File: src/rtl/wide_add_pkg.sv
// Shared definitions for the wide add/subtract sequencer.
//
// Contents:
//   DEFAULT_SLICE : default number of bits handled by the slice adder per cycle
//   seq_state_t   : sequencer states (IDLE, RUN, DONE)
//   slice_count() : number of slices needed to cover a given operand width
package wide_add_pkg;

    localparam int DEFAULT_SLICE = 16;

    typedef enum logic [1:0] {
        IDLE = 2'd0,
        RUN  = 2'd1,
        DONE = 2'd2
    } seq_state_t;

    function automatic int slice_count(input int width, input int slice);
        return width / slice;
    endfunction

endpackage

File: src/rtl/seq_slice_adder.sv
// Combinational W-bit Kogge-Stone prefix adder used as the single reusable
// slice inside the wide add sequencer.
//
// Ports:
//   a, b  in  W  addends
//   cin   in  1  carry into bit 0
//   s     out W  sum
//   cout  out 1  carry out of bit W-1
module seq_slice_adder #(
    parameter int W = 16
) (
    input  logic [W-1:0] a,
    input  logic [W-1:0] b,
    input  logic         cin,
    output logic [W-1:0] s,
    output logic         cout
);

    logic [W-1:0] prop;
    logic [W-1:0] gen;
    logic [W-1:0] grp_g;
    logic [W-1:0] grp_p;
    logic [W-1:0] next_g;
    logic [W-1:0] next_p;
    logic [W-1:0] carry_in;

    // Prefix tree: after the level with span d, grp_g[i]/grp_p[i] describe the
    // group of bits i down to max(0, i-2d+1). Once all levels are done, each
    // position covers bits i..0, so the carry into bit i+1 is just that group
    // generate OR'd with the group propagate gated by cin.
    always_comb begin
        prop     = a ^ b;
        gen      = a & b;
        grp_g    = gen;
        grp_p    = prop;
        next_g   = '0;
        next_p   = '0;
        carry_in = '0;
        for (int d = 1; d < W; d = d * 2) begin
            next_g = grp_g;
            next_p = grp_p;
            for (int i = d; i < W; i++) begin
                next_g[i] = grp_g[i] | (grp_p[i] & grp_g[i-d]);
                next_p[i] = grp_p[i] & grp_p[i-d];
            end
            grp_g = next_g;
            grp_p = next_p;
        end
        carry_in[0] = cin;
        for (int i = 1; i < W; i++) begin
            carry_in[i] = grp_g[i-1] | (grp_p[i-1] & cin);
        end
        s    = prop ^ carry_in;
        cout = grp_g[W-1] | (grp_p[W-1] & cin);
    end

endmodule

File: src/rtl/wide_add_sequencer.sv
// Multi-cycle WIDTH-bit add/subtract unit. Operands are accepted through a
// valid/ready handshake and pushed through one SLICE-bit adder, least
// significant slice first, with the inter-slice carry held in a register.
// The finished sum, carry-out and signed overflow are returned through a
// second valid/ready handshake.
//
// Ports:
//   clk        in  1      clock, rising edge
//   rst        in  1      asynchronous active-high reset
//   in_valid   in  1      operand request
//   in_ready   out 1      unit can accept an operand (IDLE and not in reset)
//   a, b       in  WIDTH  operands
//   sub        in  1      0 = a+b, 1 = a-b
//   out_valid  out 1      result available (DONE)
//   out_ready  in  1      consumer takes the result
//   sum        out WIDTH  result
//   cout       out 1      carry out of MSB (subtract: 1 = no borrow)
//   ovf        out 1      two's-complement overflow
module wide_add_sequencer
    import wide_add_pkg::*;
#(
    parameter int WIDTH = 64,
    parameter int SLICE = DEFAULT_SLICE
) (
    input  logic             clk,
    input  logic             rst,
    input  logic             in_valid,
    output logic             in_ready,
    input  logic [WIDTH-1:0] a,
    input  logic [WIDTH-1:0] b,
    input  logic             sub,
    output logic             out_valid,
    input  logic             out_ready,
    output logic [WIDTH-1:0] sum,
    output logic             cout,
    output logic             ovf
);

    localparam int NSLICE = slice_count(WIDTH, SLICE);
    localparam int KW     = (NSLICE > 1) ? $clog2(NSLICE) : 1;

    if (((WIDTH % SLICE) != 0) || (NSLICE < 2)) begin : g_param_check
        $error("wide_add_sequencer: WIDTH must be a multiple of SLICE giving at least two slices");
    end

    seq_state_t       state_q;
    logic [WIDTH-1:0] a_q;
    logic [WIDTH-1:0] b_q;
    logic             carry_q;
    logic [KW-1:0]    k_q;
    logic [WIDTH-1:0] sum_q;
    logic             cout_q;
    logic             ovf_q;

    logic [SLICE-1:0] slice_a;
    logic [SLICE-1:0] slice_b;
    logic [SLICE-1:0] slice_s;
    logic             slice_cout;
    logic             last_slice;

    // b_q already holds the inverted operand for subtract, so the slice adder
    // only ever adds; the +1 of the two's complement rides in on carry_q.
    assign slice_a    = a_q[int'(k_q)*SLICE +: SLICE];
    assign slice_b    = b_q[int'(k_q)*SLICE +: SLICE];
    assign last_slice = (k_q == KW'(NSLICE - 1));

    seq_slice_adder #(
        .W(SLICE)
    ) u_slice (
        .a   (slice_a),
        .b   (slice_b),
        .cin (carry_q),
        .s   (slice_s),
        .cout(slice_cout)
    );

    // Handshake outputs come straight from the state; in_ready is also masked
    // by rst so nothing can look acceptable while the unit is held in reset.
    assign in_ready  = (state_q == IDLE) && !rst;
    assign out_valid = (state_q == DONE);
    assign sum       = sum_q;
    assign cout      = cout_q;
    assign ovf       = ovf_q;

    // Sequencer: capture operands on accept, walk the slices in RUN, then hold
    // the result untouched in DONE until the consumer takes it.
    always_ff @(posedge clk or posedge rst) begin
        if (rst) begin
            state_q <= IDLE;
            a_q     <= '0;
            b_q     <= '0;
            carry_q <= 1'b0;
            k_q     <= '0;
            sum_q   <= '0;
            cout_q  <= 1'b0;
            ovf_q   <= 1'b0;
        end else begin
            case (state_q)
                IDLE: begin
                    if (in_valid) begin
                        a_q     <= a;
                        b_q     <= b ^ {WIDTH{sub}};
                        carry_q <= sub;
                        k_q     <= '0;
                        state_q <= RUN;
                    end
                end
                RUN: begin
                    sum_q[int'(k_q)*SLICE +: SLICE] <= slice_s;
                    carry_q <= slice_cout;
                    k_q     <= k_q + KW'(1);
                    if (last_slice) begin
                        cout_q  <= slice_cout;
                        ovf_q   <= (a_q[WIDTH-1] == b_q[WIDTH-1]) &&
                                   (slice_s[SLICE-1] != a_q[WIDTH-1]);
                        k_q     <= '0;
                        state_q <= DONE;
                    end
                end
                DONE: begin
                    if (out_ready) begin
                        state_q <= IDLE;
                    end
                end
                default: begin
                    state_q <= IDLE;
                end
            endcase
        end
    end

endmodule

File: config.mk
export PLATFORM = sky130hd
export DESIGN_NAME = wide_add_sequencer
export DESIGN_NICKNAME = d
export VERILOG_FILES = /design/src/rtl/wide_add_pkg.sv /design/src/rtl/seq_slice_adder.sv /design/src/rtl/wide_add_sequencer.sv
export SDC_FILE = /design/constraint.sdc
export NUM_CORES = 1
export LEC_CHECK = 0
export BUFFER_PORTS_ARGS = -buffer_cell sky130_fd_sc_hd__buf_2
export CAP_MARGIN = 25
export CORE_ASPECT_RATIO = 2
export CORE_MARGIN = 3
export CORE_UTILIZATION = 57
export CTS_BUF_LIST = sky130_fd_sc_hd__clkbuf_4 sky130_fd_sc_hd__clkbuf_8
export DETAILED_ROUTE_END_ITERATION = 6
export GPL_ROUTABILITY_DRIVEN = 0
export PLACE_DENSITY = 0.83
export SYNTH_ARGS = -nofsm -noshare
export SYNTH_HDL_FRONTEND = slang
export SYNTH_SLANG_ARGS = --single-unit
File: constraint.sdc
create_clock -name clk -period 6.7 [get_ports clk]
set_clock_uncertainty 0.1 [all_clocks]
set_input_delay 0.67 -clock clk [delete_from_list [all_inputs] [get_ports clk]]
set_output_delay 0.67 -clock clk [all_outputs]
set_load 0.005 [all_outputs]
==> impl_metrics.csv, run 1 <==
group,metric,value,unit
global_routing,global_route_wire_length_before_repair,35.8,mm
critical_path,cp.required,6.96,ns
final_layout,final_util,67.6,%
clock_tree,numCtsBuffers,17,
floorplanning,initial_core_util,58.2,%
critical_path,cp_max_fo,36,
floorplanning,floorplan.rows,66,
final_layout,commonest_cells_after_routing_fill_and_taps_aside,"sky130_fd_sc_hd__buf_2, sky130_fd_sc_hd__dfrtp_1, sky130_fd_sc_hd__nor2_1, sky130_fd_sc_hd__a21oi_1, sky130_fd_sc_hd__xnor2_1",
final_layout,seq_area,4980,um^2
yosys,post_synth.cell_area_avg,12.3,um^2
sta,timing_max_transition_violations_final,0,
sta,worst_slew_pin_slew,0.989,ns
sta,layout_worst_path_cycle_share,58.4,%
sta,final_critical_path_time_including_i_o_delays_and_setup,3.91,ns
yosys,netlist.top_cell.by_area,"sky130_fd_sc_hd__dfrtp_1",
final_layout,antenna_diodes,0,
yosys,synth_area,9520,um^2
power,share_of_total_power_consumed_by_net_switching,45.0,%
clock_tree,htree_levels,4,
place,place.port_buffers,200,
final_layout,final_common_cell,"sky130_fd_sc_hd__buf_2",
clock_tree,clock_insertion_delay_worst_skew,0.48,ns
yosys,yosys-top-cells-area,"sky130_fd_sc_hd__dfrtp_1, sky130_fd_sc_hd__mux2_2, sky130_fd_sc_hd__mux4_2",
global_routing,globalRouteOverflowTotal,0,
place,place_hpwl,16.6,mm
floorplanning,floorplan.core_area,16400,um^2
clock_tree,cts-root-buf,"sky130_fd_sc_hd__clkbuf_8",
critical_path,critPathLaunchType,"register",
floorplanning,die_width,97.4,um
clock_tree,cts_tree,"done",
route,post-route-drc-count,0,
critical_path,path_cells,"buf_4 -> mux4_2 -> ha_1 -> a211oi_2 -> o21ai_1 -> a221o_1 -> a221oi_2 -> xnor2_1 -> a22o_1",
critical_path,maximum_cell_stage_delay_along_the_critical_path,0.64,ns
sta,layout_setup_ws,2.79,ns
yosys,number_of_flip_flops_and_latches_in_the_synthesized_netlist,199,
route,drt_pass1_iterations,7,
final_layout,areaGrowthSynthToFinish,16.2,%
power,cellInternalPower,3.67,mW
critical_path,arrival,4.17,ns
route,finalWirelength,22.4,mm
power,net_switching,3.00,mW
job,max_cap_viol_count,0,
final_layout,fillerInstances,1239,
sta,fmax,0.256,GHz
status,run_status,"finished clean",
route,num_vias,6752,
route,route.detailed.wl_per_inst,19.3,um
sta,rsz0062_at_grt,"false",
global_routing,grt_antenna_before_repair,0,
worst_hold_path,min-delay-path-class,"in2async",
final_layout,area_of_the_multi_input_gates,4300,um^2
critical_path,critical_path.endpoint_type,"register",
route,antenna_violating_nets_post_route,0,
yosys,postSynthCellCount,771,
power,areal_power_density_over_the_cells,603,nW/um^2
global_routing,global_route.usage.total,24.9,%
critical_path,critical_path_cell_with_the_highest_stage_delay,"sky130_fd_sc_hd__mux4_2",
clock_tree,clk_path_buf_depth,2,
global_routing,grt.met3_usage,3.22,%
power,irDropWorstVdd,0.321,mV
yosys,syn-num-nets,928,
sta,fin_setup_tns,0,ns
clock_tree,clock_sink_total,199,
sta,relSlewSlack,34.0,%
global_routing,top_usage_layer,"met2",
final_layout,layout-drive-gt1-share,36.1,%
power,power.clock.fraction,12.4,%
global_routing,via_count_of_the_first_global_routing_pass,6925,
yosys,synth_top_area_share,52.3,%
floorplanning,fp.dieArea,18400,um^2
critical_path,critical_path_class,"reg2reg",
global_routing,global_route.usage.met2,44.6,%
yosys,synth_sequential_area_ratio,52.3,%
floorplanning,top_level_ports,201,
power,proportion_of_power_drawn_by_combinational_gates,56.6,%
global_routing,grtUsageMet1,29.6,%
clock_tree,ctsHoldBuffers,0,
yosys,synth_enable_flop_cells,0,
clock_tree,post-cts-setup-buffers,0,
power,total_leakage_power,5.02,nW
power,seq_power_share,31.0,%
route,dr.first_iter.drc_count,354,
sta,report.final.hold_viol_count,0,
clock_tree,clock_pin_slew_reported_for_the_worst_setup_and_hold_paths_after_clock_tree_synthesis,0.12,ns
yosys,ys_async_sr_fraction,100,%
final_layout,final_net_count,1103,
global_routing,grt_start_max_net_pins,197,
yosys,yosysUniqueCellTypes,49,
clock_tree,post_cts.resized_instances,0,
place,detailedPlace.worstSlack,2.82,ns
yosys,yosys_warnings,0,
floorplanning,floorplan.die.height,189,um
route,via_per_inst,5.81,
sta,setup_violations,0,
yosys,postSynth.topFlopCell,"sky130_fd_sc_hd__dfrtp_1",
kinds of logic (layout without fill, tap and decap cells):
kind of cell	after synthesis	after routing	share of synthesized area, %
AOI/OAI and AO/OA	189	189	13.5
xor gates and xnor gates	78	78	7.18
adders and majority gates	24	24	3.23
buffers and inverters	58	246	2.56
DFF	199	199	52.3
muxes	96	96	15.1
and+or+nand+nor	127	127	6.09
critical path: cells and delay by family, from the launching register on:
family / cells / cell delay (ns)
compound gates: 5 / 1.41
mux: 1 / 0.64
buf+inv: 1 / 0.57
flops: 1 / 0.47
fa+ha+maj: 1 / 0.36
xor+xnor: 1 / 0.21
sequential cells by signal (all words and copies together), names as in the netlist:
name and cells:
cout 1, sum 64, k_q 2, carry_q 1, a_q 64, state_q 2
b_q 64, ovf 1
worst paths after layout:
check	slack, ns	depth (start not counted)	from	to
min reg2reg	0.39	2	sum[24]	sum[24]
max	2.79	9	k_q[0]	sum[29]
max reg2reg	2.79	9	k_q[0]	sum[29]
min	0.24	2	rst	carry_q
min in group clk	0.29	2	out_ready	state_q[1]
max in group asynchronous	4.76	3	rst	sum[15]
power groups by stage:
stage               clock (mW)  combinational, mW  sequential [mW]
floorplan                    0               2.89             1.95
global placement             0               3.64             2.07
detailed placement           0               3.77             2.09
CTS                      0.839               3.77             2.07
global route             0.887               4.15             2.13
finish                   0.825               3.78             2.07
per-stage QoR:
| stage | instance area [um^2] | hold WS (ns) | cells | total power, mW |
|---|---|---|---|---|
| finish | 11100 | 0.241 | 1163 | 6.67 |
| global route | 11100 | 0.273 | 1163 | 7.17 |
| CTS | 11100 | 0.254 | 1162 | 6.68 |
| detailed placement | 10600 | 0.366 | 1130 | 5.86 |
| global placement | 10600 | 0.358 | 1130 | 5.71 |
| floorplan | 9520 | 0.373 | 771 | 4.84 |
routing by layer:
metal	part of all wire, %	routed length, um	vias up
li1	-	-	3143
met1	37	8400	3344
met2	55	12300	214
met3	3.9	877	51
met4	3.7	836	0
met5	0	0	-
cell usage after synthesis, types with 2 or more instances:
library cell               instances
sky130_fd_sc_hd__o21ai_0          20
sky130_fd_sc_hd__ha_1             23
sky130_fd_sc_hd__o31ai_1           5
sky130_fd_sc_hd__mux2_2           64
sky130_fd_sc_hd__buf_1             8
sky130_fd_sc_hd__nor2_1           75
sky130_fd_sc_hd__xnor2_1          73
sky130_fd_sc_hd__o21ai_2           2
sky130_fd_sc_hd__nor3_1            2
sky130_fd_sc_hd__nor4b_4           2
sky130_fd_sc_hd__xor2_1            5
sky130_fd_sc_hd__o21bai_1          2
sky130_fd_sc_hd__mux4_2           32
sky130_fd_sc_hd__nand3_1           5
sky130_fd_sc_hd__dfrtp_1         199
sky130_fd_sc_hd__nor2b_1           3
sky130_fd_sc_hd__a22o_1           56
sky130_fd_sc_hd__a211oi_1          8
sky130_fd_sc_hd__clkbuf_1         25
sky130_fd_sc_hd__a21o_1            6
sky130_fd_sc_hd__inv_1             9
sky130_fd_sc_hd__nand4_1           2
sky130_fd_sc_hd__buf_2            15
sky130_fd_sc_hd__a21oi_1          75
sky130_fd_sc_hd__o21ai_1           2
sky130_fd_sc_hd__nand2b_1          3
sky130_fd_sc_hd__o211ai_1          2
sky130_fd_sc_hd__nand2_1          27
final cells by class:
| type | instances | share of cell area, % |
|---|---|---|
| sequential | 199 | 45.1 |
| multi-input combinational | 514 | 38.9 |
| timing repair buffer | 205 | 9.53 |
| tap | 204 | 2.31 |
| clock buffer | 18 | 2.24 |
| clock inverter | 14 | 1.64 |
| inverter | 9 | 0.373 |
Power figures use the tool's default switching activity.
==> run 2: changes to the inputs <==
Settings changed: CORE_UTILIZATION 57 to 51, PLACE_DENSITY 0.83 to 0.78.
Clock period 6.7 ns to 3.3 ns, I/O delays scaled along.
==> run 2 against run 1 <==
  * Worst hold slack lost 0.22 ns
  * Count of clock-buffer cells in the layout is the same
  * Clock power grew 100%
  * Setup slack lost 2.8 ns
  * Cell count grew 9.5%
  * Total power grew 120%
  * Core utilization shrank 1.2 points
  * Via count grew 6.8%
  * Sequential power grew 100%
  * Sequential share of layout area shrank 4.1 points
  * Die area grew 11%
  * Critical endpoint is now cout
  * Highest routed layer unchanged
==> impl_metrics.csv, run 2 (same netlist as run 1, synthesis figures left out) <==
group,metric,value,unit
sta,timing_max_transition_violations_final,0,
power,areal_power_density_over_the_cells,1220,nW/um^2
critical_path,critical_path.endpoint_type,"register",
worst_hold_path,min-delay-path-class,"in2reg",
floorplanning,initial_core_util,52.0,%
sta,worst_slew_pin_slew,1.01,ns
sta,fmax,0.306,GHz
route,finalWirelength,25.4,mm
clock_tree,clock_insertion_delay_worst_skew,0.49,ns
place,place_hpwl,17.3,mm
global_routing,globalRouteOverflowTotal,0,
critical_path,cp_max_fo,12,
power,irDropWorstVdd,0.525,mV
route,drt_pass1_iterations,5,
route,via_per_inst,5.66,
final_layout,final_net_count,1202,
sta,report.final.hold_viol_count,0,
route,num_vias,7211,
sta,fin_setup_tns,0,ns
clock_tree,clock_pin_slew_reported_for_the_worst_setup_and_hold_paths_after_clock_tree_synthesis,0.11,ns
global_routing,grt_start_max_net_pins,125,
sta,final_critical_path_time_including_i_o_delays_and_setup,3.27,ns
clock_tree,clock_sink_total,199,
critical_path,cp.required,3.57,ns
sta,layout_worst_path_cycle_share,99.0,%
clock_tree,clk_path_buf_depth,2,
final_layout,commonest_cells_after_routing_fill_and_taps_aside,"sky130_fd_sc_hd__buf_2, sky130_fd_sc_hd__dfrtp_1, sky130_fd_sc_hd__nor2_1, sky130_fd_sc_hd__xnor2_1, sky130_fd_sc_hd__a21oi_1",
route,dr.first_iter.drc_count,292,
clock_tree,cts_tree,"done",
global_routing,via_count_of_the_first_global_routing_pass,7497,
final_layout,final_common_cell,"sky130_fd_sc_hd__buf_2",
critical_path,critPathLaunchType,"register",
final_layout,final_design_area_no_fill,12200,um^2
floorplanning,fp.dieArea,20400,um^2
sta,relSlewSlack,32.8,%
global_routing,global_route_wire_length_before_repair,39.5,mm
critical_path,critical_path_class,"reg2reg",
job,max_cap_viol_count,0,
global_routing,grt_antenna_before_repair,0,
route,post-route-drc-count,0,
final_layout,antenna_diodes,0,
global_routing,global_route.usage.total,25.4,%
status,run_status,"finished clean",
route,route.detailed.wl_per_inst,19.9,um
clock_tree,cts-root-buf,"sky130_fd_sc_hd__clkbuf_8",
critical_path,arrival,3.53,ns
floorplanning,top_level_ports,201,
floorplanning,die_width,103,um
clock_tree,numCtsBuffers,17,
final_layout,layout-drive-gt1-share,37.1,%
place,place.port_buffers,200,
final_layout,areaGrowthSynthToFinish,27.8,%
route,antenna_violating_nets_post_route,0,
floorplanning,floorplan.rows,70,
floorplanning,floorplan.core_area,18300,um^2
power,total_leakage_power,5.49,nW
clock_tree,htree_levels,4,
sta,setup_violations,0,
place,placedInstanceArea,10800,um^2
floorplanning,floorplan.die.height,199,um
## run 2: area by class of cell
class / count / area [um^2]
Tap cell: 216 / 270
Sequential cell: 199 / 4980
Multi-Input combinational cell: 514 / 4400
Fill cell: 1357 / 6150
Inverter: 9 / 37.5
Clock buffer: 18 / 248
Timing Repair Buffer: 304 / 2050
Clock inverter: 14 / 173
## run 2: where the power goes
group | switching [mW] | internal (mW) | total (mW)
Sequential | 0.662 | 3.49 | 4.15
Clock | 0.985 | 0.670 | 1.65
Combinational | 5.02 | 3.95 | 8.98
Total | 6.67 | 8.11 | 14.8
## run 2: what timing repair did
item,4_1_cts,5_1_grt
pin swaps,0,5
buffers inserted,0,6
gates cloned,0,1
hold buffers,70,1
gates resized for setup,1,20
endpoints found under the hold margin,88,1
endpoints found under the setup margin,4,34
## run 2: layer usage
metal	wire length, um	global-route usage (%)
met2	14000	44.9
met1	9290	30.1
met5	0	0
met3	955	3.21
met4	1090	12.0
## run 2: path summary, 6_finish.rpt
kind,start,end,slack (ns),cells after the start
min in group asynchronous,rst,b_q[8],0.34,3
max in group asynchronous,rst,b_q[31],1.85,4
hold reg to reg,sum[49],sum[49],0.40,2
hold / removal,b[60],b_q[60],0.02,3
setup / recovery,k_q[0],cout,0.03,10
setup reg to reg,k_q[0],cout,0.03,10
## run 2: critical path, cell delays in order (launching register included)
cell	delay (ns)
sky130_fd_sc_hd__dfrtp_2	0.45
sky130_fd_sc_hd__buf_12	0.18
sky130_fd_sc_hd__mux4_2	0.57
sky130_fd_sc_hd__ha_1	0.41
sky130_fd_sc_hd__nand2_2	0.17
sky130_fd_sc_hd__nor2_1	0.08
sky130_fd_sc_hd__a221oi_2	0.38
sky130_fd_sc_hd__o41ai_4	0.14
sky130_fd_sc_hd__buf_4	0.18
sky130_fd_sc_hd__a2111oi_4	0.37
sky130_fd_sc_hd__o31ai_1	0.10
## run 2: metrics by stage
stage	worst slack [ns]	power [mW]	utilization (%)	cells	hold slack, ns
6_report	0.0346	14.8	66.4	1274	0.0234
5_1_grt	-0.0624	15.8	66.4	1274	-0.00351
4_1_cts	0.0316	14.0	65.4	1266	0.000378
3_5_place_dp	-0.0247	12.2	59.3	1164	0.320
3_3_place_gp	0.0574	12.0	59.3	1164	0.309
2_1_floorplan	0.0450	9.85	-	771	0.338
==> run 3: changes to the inputs <==
Settings changed: PLACE_DENSITY 0.78 to 0.84.
==> run 3 against run 2 <==
  * Die area is the same
  * Register-to-register slack improved by 0.03 ns
  * Final area shrank 0.38%
  * Sequential share of layout area is 0.16 points higher
  * Clock power down 4%
==> impl_metrics.csv, run 3 (same netlist as run 1, synthesis figures left out) <==
group,metric,value,unit
sta,layout_worst_path_cycle_share,98.0,%
worst_hold_path,min-delay-path-class,"in2reg",
final_layout,final_net_count,1196,
clock_tree,htree_levels,4,
final_layout,final_design_area_no_fill,12100,um^2
final_layout,fillerInstances,1311,
global_routing,global_route.usage.total,25.3,%
sta,timing_max_transition_violations_final,0,
final_layout,seq_area,4980,um^2
final_layout,layout-drive-gt1-share,36.3,%
sta,final_critical_path_time_including_i_o_delays_and_setup,3.24,ns
sta,setup_violations,0,
sta,fin_worst_hold_slack,0.0106,ns
final_layout,final_common_cell,"sky130_fd_sc_hd__buf_2",
critical_path,worst-r2r-cell-count,9,
worst_hold_path,hold_path_end,"b_q[32]",
clock_tree,clk_path_buf_depth,2,
final_layout,area_of_the_multi_input_gates,4370,um^2
route,via_per_inst,5.88,
status,run_status,"finished clean",
critical_path,critPathLaunchType,"register",
critical_path,critical_path.endpoint_type,"register",
critical_path,arrival,3.51,ns
worst_hold_path,hold_path_depth,3,
route,finalWirelength,25.8,mm
final_layout,final_util,66.2,%
critical_path,crit_family,"compound AO/OA/AOI/OAI gates",
worst_hold_path,hold_start,"b[32]",
final_layout,commonest_cells_after_routing_fill_and_taps_aside,"sky130_fd_sc_hd__buf_2, sky130_fd_sc_hd__dfrtp_1, sky130_fd_sc_hd__nor2_1, sky130_fd_sc_hd__a21oi_1, sky130_fd_sc_hd__xnor2_1",
place,place.port_buffers,200,
clock_tree,cts-root-buf,"sky130_fd_sc_hd__clkbuf_8",
critical_path,cp_max_fo,12,
global_routing,grt_start_max_net_pins,90,
power,irDropWorstVdd,0.658,mV
floorplanning,floorplan.die.height,199,um
critical_path,bufs_and_invs_on_worst_path,1,
critical_path,critical_path.reg2reg.endpoint,"sum[12]",
global_routing,grt_antenna_before_repair,1,
critical_path,reg2reg_from,"k_q[0]",
critical_path,cp.required,3.57,ns
clock_tree,cts_tree,"done",
floorplanning,initial_core_util,52.0,%
sta,rsz0062_at_grt,"true",
floorplanning,floorplan.rows,70,
power,areal_power_density_over_the_cells,1210,nW/um^2
global_routing,global_route_wire_length_before_repair,39.2,mm
global_routing,globalRouteOverflowTotal,0,
route,drt_pass1_iterations,5,
sta,fin_setup_tns,0,ns
clock_tree,clock_sink_total,199,
sta,report.final.hold_viol_count,0,
route,dr.first_iter.drc_count,336,
floorplanning,die_width,103,um
route,antenna_violating_nets_post_route,0,
critical_path,path_cells,"buf_12 -> mux4_2 -> ha_1 -> o211ai_1 -> o21ai_2 -> nand3_1 -> o41ai_2 -> xor2_2 -> a22o_1",
job,max_cap_viol_count,0,
critical_path,critical_path_class,"reg2reg",
place,placedInstanceArea,10900,um^2
floorplanning,floorplan.core_area,18300,um^2
final_layout,areaGrowthSynthToFinish,27.3,%
floorplanning,fp.dieArea,20400,um^2
place,place_hpwl,17.8,mm
global_routing,via_count_of_the_first_global_routing_pass,7560,
clock_tree,clock_insertion_delay_worst_skew,0.50,ns
clock_tree,clock_pin_slew_reported_for_the_worst_setup_and_hold_paths_after_clock_tree_synthesis,0.12,ns
route,post-route-drc-count,0,
power,design_power_total,14.7,mW
critical_path,cp.depth,9,
power,total_leakage_power,5.46,nW
route,route.detailed.wl_per_inst,20.3,um
sta,worst_slew_pin_slew,1.00,ns
sta,fmax,0.309,GHz
critical_path,critical_path_cell_with_the_highest_stage_delay,"sky130_fd_sc_hd__mux4_2",
sta,relSlewSlack,33.3,%
route,num_vias,7461,
clock_tree,numCtsBuffers,17,
critical_path,r2r_slack,0.06,ns
critical_path,maximum_cell_stage_delay_along_the_critical_path,0.52,ns
floorplanning,top_level_ports,201,
[run 3: changes by cell type in the layout (fill, tap and decap cells not counted), moves of 3 or more]
cell,delta
sky130_fd_sc_hd__ha_1,+3
sky130_fd_sc_hd__buf_4,-9
sky130_fd_sc_hd__ha_2,-4
sky130_fd_sc_hd__buf_12,+4
[run 3: power breakdown]
part	leakage, nW	internal [mW]	total [mW]	switching [mW]
clock network	0.203	0.644	1.59	0.951
logic	2.85	3.90	8.92	5.02
registers	2.41	3.49	4.19	0.700
[run 3: final cells by class]
cell class	count	share of cell area, %
Multi-Input combinational cell	514	36.1
Sequential cell	199	41.1
Clock inverter	14	1.29
Tap cell	216	2.23
Antenna cell	1	0.0207
Timing Repair Buffer	298	16.9
Inverter	9	0.310
Clock buffer	18	1.99
[run 3: metrics by stage]
stage | setup WS [ns] | cells
CTS | 0.00522 | 1264
floorplan | 0.0450 | 771
global placement | 0.104 | 1161
detailed placement | 0.0158 | 1162
finish | 0.0647 | 1269
global route | -0.0387 | 1269
[run 3: worst min-delay path, cell delays in order]
cell and delay [ns]:
sky130_fd_sc_hd__buf_2 0.09, sky130_fd_sc_hd__xnor2_1 0.10, sky130_fd_sc_hd__a21oi_1 0.06
[run 3: routing by layer]
layer	routed length (um)	track usage [%]
met4	1400	14.8
met1	9110	29.1
met5	0	0
met3	1270	3.81
met2	14000	43.5
[run 3: worst max path at each step]
| stage | slack (ns) | start | to |
|---|---|---|---|
| 6_report | 0.06 | k_q[0] | sum[12] |
| 5_1_grt | -0.04 | k_q[0] | sum[60] |
| 4_1_cts | 0.005 | k_q[0] | sum[31] |
| 3_5_place_dp | 0.02 | k_q[0] | carry_q |
| 3_3_place_gp | 0.10 | k_q[0] | cout |
| 2_1_floorplan | 0.05 | k_q[0] | sum[29] |
[run 3: what timing repair did]
action | in CTS | in global routing
resized for setup | 0 | 13
buffers inserted | 0 | 2
hold endpoints to repair | 108 | 0
setup endpoints to repair | 0 | 33
hold buffers | 70 | 0
